<file path="config.mk">
export PLATFORM = sky130hd
export DESIGN_NAME = gmii_tx_framer_flat
export DESIGN_NICKNAME = d
export VERILOG_FILES = /design/src/rtl/gmii_pkg.sv /design/src/rtl/gmii_tx_framer_if.sv /design/src/rtl/crc32_d8.sv /design/src/rtl/gmii_tx_framer.sv /design/src/flat_wrapper.sv
export SDC_FILE = /design/constraint.sdc
export NUM_CORES = 1
export LEC_CHECK = 0
export CAP_MARGIN = 40
export CORE_AREA = 5 5 103 144
export CTS_CLUSTER_DIAMETER = 40
export DETAILED_ROUTE_END_ITERATION = 8
export DIE_AREA = 0 0 108 149
export PLACE_DENSITY_LB_ADDON = 0.2
export SYNTH_ARGS = -nofsm -noshare
export SYNTH_HDL_FRONTEND = slang
export SYNTH_SLANG_ARGS = --single-unit
</file>
<file path="constraint.sdc">
create_clock -name clk -period 4.3 [get_ports clk]
set_input_delay 0.86 -clock clk [delete_from_list [all_inputs] [get_ports clk]]
set_output_delay 0.86 -clock clk [all_outputs]
set_load 0.01 [all_outputs]
</file>
<file path="src/rtl/gmii_pkg.sv">
// Shared types and constants for the GMII transmit framer.
package gmii_pkg;

  typedef enum logic [3:0] {
    IDLE, PRE, SFD, DATA, PAD, FCS, ABORT, DROP, IFG
  } state_t;

  localparam logic [7:0]  PREAMBLE_BYTE = 8'h55;
  localparam logic [7:0]  SFD_BYTE      = 8'hD5;
  localparam logic [31:0] CRC_POLY      = 32'hEDB88320;
  localparam logic [31:0] CRC_INIT      = 32'hFFFFFFFF;

endpackage

</file>
<file path="src/rtl/gmii_tx_framer_if.sv">
// Byte-stream handshake (valid/ready/last) feeding the GMII transmit framer.
interface gmii_tx_framer_if;
  logic [7:0] s_data;
  logic       s_valid;
  logic       s_last;
  logic       s_ready;

  modport master (output s_data, s_valid, s_last, input s_ready);
  modport slave  (input s_data, s_valid, s_last, output s_ready);
endinterface

</file>
<file path="src/rtl/crc32_d8.sv">
// One-byte step of the reflected Ethernet CRC-32 (bit 0 of data first).
module crc32_d8
  import gmii_pkg::*;
(
  input  logic [31:0] crc,
  input  logic [7:0]  data,
  output logic [31:0] next_crc
);

  always_comb begin
    next_crc = crc;
    for (int i = 0; i < 8; i++) begin
      if (next_crc[0] ^ data[i]) next_crc = (next_crc >> 1) ^ CRC_POLY;
      else                       next_crc = next_crc >> 1;
    end
  end

endmodule

</file>
<file path="src/rtl/gmii_tx_framer.sv">
// Stream-to-GMII transmit framer: preamble, SFD, optional padding (GMII_TX_PAD_EN), FCS, IFG.
//
// state | meaning
// IDLE  | waiting for s_valid; loads first preamble byte on exit
// PRE   | loading remaining preamble bytes
// SFD   | loading start-of-frame delimiter
// DATA  | s_ready=1, accepted bytes go to txd and CRC
// PAD   | loading zero pad bytes up to minimum frame length
// FCS   | loading ~CRC, LSB byte first
// ABORT | underflow marker cycle on the wire (tx_er)
// DROP  | discarding bytes until s_last
// IFG   | inter-frame gap, tx_en low
module gmii_tx_framer
  import gmii_pkg::*;
#(
  parameter int unsigned PREAMBLE_LEN = 7,
  parameter int unsigned MIN_FRAME    = 60,
  parameter int unsigned IFG_BYTES    = 12
) (
  input  logic              clk,
  input  logic              rst_n,
  gmii_tx_framer_if.slave   s,
  output logic [7:0]        gmii_txd,
  output logic              gmii_tx_en,
  output logic              gmii_tx_er
);

  // The IDLE exit already loads one preamble byte, so PRE covers the rest.
  localparam logic [7:0] PRE_LOAD = 8'(PREAMBLE_LEN - 2);
  localparam logic [7:0] IFG_LOAD = 8'(IFG_BYTES - 1);

  state_t      state, state_nx;
  logic [7:0]  cnt, cnt_nx;
  logic [31:0] crc, crc_nx, crc_upd, fcs_word;
  logic [7:0]  crc_data, txd_nx;
  logic        en_nx, er_nx;
  logic [4:0]  fcs_sh;

`ifdef GMII_TX_PAD_EN
  localparam logic [10:0] MIN_CNT = 11'(MIN_FRAME);
  logic [10:0] bcnt, bcnt_nx, bcnt_inc;
  assign bcnt_inc = (bcnt == 11'h7FF) ? bcnt : bcnt + 11'd1;
`endif

  assign s.s_ready = (state == DATA) || (state == ABORT) || (state == DROP);
  assign crc_data  = (state == PAD) ? 8'h00 : s.s_data;
  assign fcs_word  = ~crc;
  assign fcs_sh    = {cnt[1:0], 3'b000};

  crc32_d8 u_crc (.crc(crc), .data(crc_data), .next_crc(crc_upd));

  always_comb begin
    state_nx = state;
    cnt_nx   = cnt;
    crc_nx   = crc;
    txd_nx   = 8'h00;
    en_nx    = 1'b0;
    er_nx    = 1'b0;
`ifdef GMII_TX_PAD_EN
    bcnt_nx  = bcnt;
`endif
    case (state)
      IDLE: if (s.s_valid) begin
        state_nx = PRE;
        cnt_nx   = PRE_LOAD;
        txd_nx   = PREAMBLE_BYTE;
        en_nx    = 1'b1;
      end
      PRE: begin
        txd_nx = PREAMBLE_BYTE;
        en_nx  = 1'b1;
        if (cnt == 8'd0) state_nx = SFD;
        else             cnt_nx   = cnt - 8'd1;
      end
      SFD: begin
        txd_nx   = SFD_BYTE;
        en_nx    = 1'b1;
        crc_nx   = CRC_INIT;
        state_nx = DATA;
`ifdef GMII_TX_PAD_EN
        bcnt_nx  = 11'd0;
`endif
      end
      DATA: if (s.s_valid) begin
        txd_nx = s.s_data;
        en_nx  = 1'b1;
        crc_nx = crc_upd;
`ifdef GMII_TX_PAD_EN
        bcnt_nx = bcnt_inc;
        if (s.s_last) begin
          if (bcnt_inc < MIN_CNT) state_nx = PAD;
          else begin
            state_nx = FCS;
            cnt_nx   = 8'd0;
          end
        end
`else
        if (s.s_last) begin
          state_nx = FCS;
          cnt_nx   = 8'd0;
        end
`endif
      end else begin
        en_nx    = 1'b1;
        er_nx    = 1'b1;
        state_nx = ABORT;
      end
`ifdef GMII_TX_PAD_EN
      PAD: begin
        en_nx   = 1'b1;
        crc_nx  = crc_upd;
        bcnt_nx = bcnt_inc;
        if (bcnt_inc >= MIN_CNT) begin
          state_nx = FCS;
          cnt_nx   = 8'd0;
        end
      end
`endif
      FCS: begin
        txd_nx = fcs_word[fcs_sh +: 8];
        en_nx  = 1'b1;
        if (cnt[1:0] == 2'd3) begin
          state_nx = IFG;
          cnt_nx   = IFG_LOAD;
        end else begin
          cnt_nx = cnt + 8'd1;
        end
      end
      ABORT, DROP: begin
        if (s.s_valid && s.s_last) begin
          state_nx = IFG;
          cnt_nx   = IFG_LOAD;
        end else begin
          state_nx = DROP;
        end
      end
      IFG: begin
        if (cnt == 8'd0) state_nx = IDLE;
        else             cnt_nx   = cnt - 8'd1;
      end
      default: state_nx = IDLE;
    endcase
  end

  always_ff @(posedge clk or negedge rst_n) begin
    if (!rst_n) begin
      state      <= IDLE;
      cnt        <= 8'd0;
      crc        <= CRC_INIT;
      gmii_txd   <= 8'h00;
      gmii_tx_en <= 1'b0;
      gmii_tx_er <= 1'b0;
`ifdef GMII_TX_PAD_EN
      bcnt       <= 11'd0;
`endif
    end else begin
      state      <= state_nx;
      cnt        <= cnt_nx;
      crc        <= crc_nx;
      gmii_txd   <= txd_nx;
      gmii_tx_en <= en_nx;
      gmii_tx_er <= er_nx;
`ifdef GMII_TX_PAD_EN
      bcnt       <= bcnt_nx;
`endif
    end
  end

endmodule

</file>
<file path="src/flat_wrapper.sv">
// flat-port wrapper written by rule: the top's interface ports become plain ports
module gmii_tx_framer_flat import gmii_pkg::*;
#(
  parameter int unsigned PREAMBLE_LEN = 7,
  parameter int unsigned MIN_FRAME    = 60,
  parameter int unsigned IFG_BYTES    = 12
)
  (clk, rst_n, gmii_txd, gmii_tx_en, gmii_tx_er, s_s_data, s_s_valid, s_s_last, s_s_ready);
  gmii_tx_framer_if s_i ();
  input  logic clk;
  input  logic rst_n;
  output logic [7:0] gmii_txd;
  output logic gmii_tx_en;
  output logic gmii_tx_er;
  input wire logic [$bits(s_i.s_data)-1:0] s_s_data;
  input wire logic [$bits(s_i.s_valid)-1:0] s_s_valid;
  input wire logic [$bits(s_i.s_last)-1:0] s_s_last;
  output wire logic [$bits(s_i.s_ready)-1:0] s_s_ready;
  assign s_i.s_data = s_s_data;
  assign s_i.s_valid = s_s_valid;
  assign s_i.s_last = s_s_last;
  assign s_s_ready = s_i.s_ready;
  gmii_tx_framer #(.PREAMBLE_LEN(PREAMBLE_LEN), .MIN_FRAME(MIN_FRAME), .IFG_BYTES(IFG_BYTES)) u_core (.clk(clk), .rst_n(rst_n), .s(s_i), .gmii_txd(gmii_txd), .gmii_tx_en(gmii_tx_en), .gmii_tx_er(gmii_tx_er));
endmodule
</file>
==> qor.yml <==
status: "completed"
synthTopCellsByArea: "dfstp_2 23%, dfrtp_1 15%, xnor3_1 10%, xnor2_1 5.5%, xor2_4 5.2%"
seqPwrFrac_pct: 26.5
yosysUniqueCellTypes: 48
whs_path_depth: 2
r2r_slack_ps: 1170
critPathCaptureType: "register"
fin_cells: 538
maxCapViolCount: 0
dieArea_mm2: 0.0161
vdd_ir_drop_max_mv: 0.301
synthMuxAreaShare_pct: 5.17
vias: 2583
fin_crit_ps: 3130
gp_congestion: 0.782
pwr-share-comb_pct: 62.8
grt_usage_pct: 12.3
post-route-period-util_pct: 72.7
yosysWarnings: 0
required_ps: 4520
drc_errors: 0
multi_input_area_mm2: 0.00218
ctsRootBufferMaster: "clkbuf_16"
synth_edf_count: 0
cp_max_fo: 23
drt_iter0_markers: 66
pwr-share-clk_pct: 10.7
clk_pin_slew_ps: 70
maxSlewHeadroom_pct: 46.2
crit_type: "reg2reg"
synth_xor_area_share_pct: 26.5
final-seq-area_mm2: 0.00139
synth_compound_area_share_pct: 14.1
htreeDepth: 2
synth_cells: 339
synth-seq-cells: 54
reg2regPathDepth: 6
power.internal_uw: 2350
fillers: 1387
timing.rr.start: "u_core.state[1]"
synth-simple-area-share_pct: 12.3
die_w_um: 108
drt_first_pass_iters: 4
netlist_area_mm2: 0.00368
antenna_cells: 0
skew_ps: 6.56
ys.flop_type: "dfstp_2"
startpoint_type: "register"
ys_seq_area_share_pct: 37.8
nets: 370
hold_class: "reg2reg"
worstMarginPinSlew_ps: 807
post-place-ws_ps: 1190
place_inst: 530
cts.path.max_buffers: 2
maxSlewViolCount: 0
finalSetupTns_ps: 0
cts-buffers-inserted: 5
clock_latency_ps: 300
cp_cell_sequence: "or4b_1 -> nand2_1 -> xor2_4 -> xnor2_1 -> xnor3_1 -> o22a_1"
worstReg2RegEnd: "u_core.crc[24]"
yosysTopAreaCell: "dfstp_2"
synth_top_area_share_pct: 22.8
coreArea_mm2: 0.0133
fin_ws_ps: 1170
first_global_vias: 2752
critPathSlowestCell: "or4b_1"
clock_sinks: 54
hpwl_um: 6760
gr-total-overflow: 0
postCtsHoldBufs: 0
postCtsResizedCells: 0
antenna_found_initial: 0
avgSynthCellArea_um2: 10.9
post_route_cells_drive_above_1_share_pct: 19.9
finalHoldViolations: 0
ios: 23
cp_data_arrival_time_ps: 3350
switching_power_uw: 1610
routed_wl_um: 9410
synth-adder-area-share_pct: 1.02
setup_viol: 0
wl_per_cell_um: 17.5
vias_per_cell: 4.80
p_sw_share_pct: 40.6
grt_max_degree: 55
synth_async_sr_flop_share_pct: 100
leakagePower_uw: 0.00164
post_cts_buffers: 0
die_y_um: 149
hp-start: "u_core.crc[29]"
timing.fmax_mhz: 320
grt_first_pass_wirelength_um: 15200
synth_top_family_by_area: "XOR/XNOR gates"
cts_tree: "yes"
rows: 50
rsz0062_at_grt: "false"
io_buffers: 22
power-per-cell-area_mw_per_mm2: 933
area_growth_syn_to_layout_pct: 15.2
cpPeakStageDelay_ps: 890
min_to: "u_core.crc[29]"
ant_nets: 0
initial_core_util_pct: 27.7
synth_nets: 354
cell usage in the layout (no fill, tap or decap), drive strengths merged, types with 4 or more instances in the layout:
| cell | n |
|---|---|
| nor2 | 39 |
| clkbuf | 7 |
| clkdlybuf4s50 | 21 |
| nor3 | 8 |
| a22oi | 4 |
| mux4 | 8 |
| a21oi | 34 |
| nand2 | 27 |
| o21ai | 18 |
| xor2 | 24 |
| o22a | 4 |
| o211ai | 4 |
| xnor3 | 17 |
| nor2b | 4 |
| dfrtp | 22 |
| inv | 7 |
| nand3 | 4 |
| xnor2 | 24 |
| buf | 8 |
| dfstp | 32 |
critical path, delay by kind of cell, from the launching register on:
family	cells	cell delay [ps]
AOI/OAI and AO/OA	1	190
DFF	1	630
and+or+nand+nor	2	1160
xor gates and xnor gates	3	1080
state kept, by name (all words and copies together), names as in the netlist:
name / count
u_core.crc: 32
u_core.gmii_txd: 8
u_core.state: 4
u_core.cnt: 8
u_core.gmii_tx_er: 1
u_core.gmii_tx_en: 1
per-layer routing:
metal  GRT usage [%]  up-vias  part of all wire (%)
met5               0        -                     0
met4            5.31        0                   2.7
met3            1.82       15                   1.9
met2            22.5       37                    56
met1            14.0     1304                    40
li1                -     1227                     -
kinds of logic (layout without fill, tap and decap cells):
group                    after synthesis  count (layout)
AND/OR/NAND/NOR                       96              96
AO/OA/AOI/OAI                         84              84
XOR/XNOR                              66              66
flip-flops                            54              54
buffers and inverters                 27              44
multiplexers                           9               9
adder cells (fa/ha/maj)                3               3
cell usage after synthesis (7+ instances only):
| master | count |
|---|---|
| dfrtp_1 | 22 |
| xor2_4 | 7 |
| dfstp_2 | 32 |
| o21ai_0 | 18 |
| a21oi_1 | 34 |
| xor2_1 | 16 |
| mux4_2 | 8 |
| nor2_1 | 39 |
| inv_1 | 7 |
| xnor3_1 | 17 |
| nor3_1 | 8 |
| clkbuf_1 | 16 |
| nand2_1 | 21 |
| xnor2_1 | 23 |
power groups by stage:
stage / registers, µW / logic, µW / clock network (µW)
after floorplan: 952 / 2010 / 0
after global placement: 1060 / 2530 / 0
after detailed placement: 1070 / 2520 / 0
after CTS: 1060 / 2530 / 443
after global routing: 1090 / 2710 / 457
final: 1050 / 2480 / 423
area by class of cell:
cell class	count	share of cell area, %
clock inverter	1	0.118
tap	182	5.37
clock buffer	7	3.37
sequential	54	32.8
timing repair buffer	29	6.32
inverter	7	0.620
multi-input combinational	258	51.4
through the flow:
step	util [%]	area [µm²]	power [µW]	hold WS [ps]
3_5_place_dp	30.8	4090	3580	504
6_report	32.0	4240	3960	514
2_1_floorplan	-	3680	2960	487
4_1_cts	32.0	4240	4030	514
3_3_place_gp	30.8	4090	3590	503
5_1_grt	32.0	4240	4260	543
how the worst max path moves through the flow:
stage	start	endpoint	slack [ps]	cells after the start
finish	u_core.state[1]	u_core.crc[24]	1170	6
global route	u_core.state[1]	u_core.crc[24]	1040	6
CTS	u_core.state[1]	u_core.crc[24]	1160	6
detailed placement	u_core.state[1]	u_core.crc[24]	1190	6
global placement	u_core.state[1]	u_core.crc[24]	1180	6
floorplan	u_core.state[3]	u_core.crc[17]	1810	8
No activity file was read; power rests on OpenSTA's default activity.
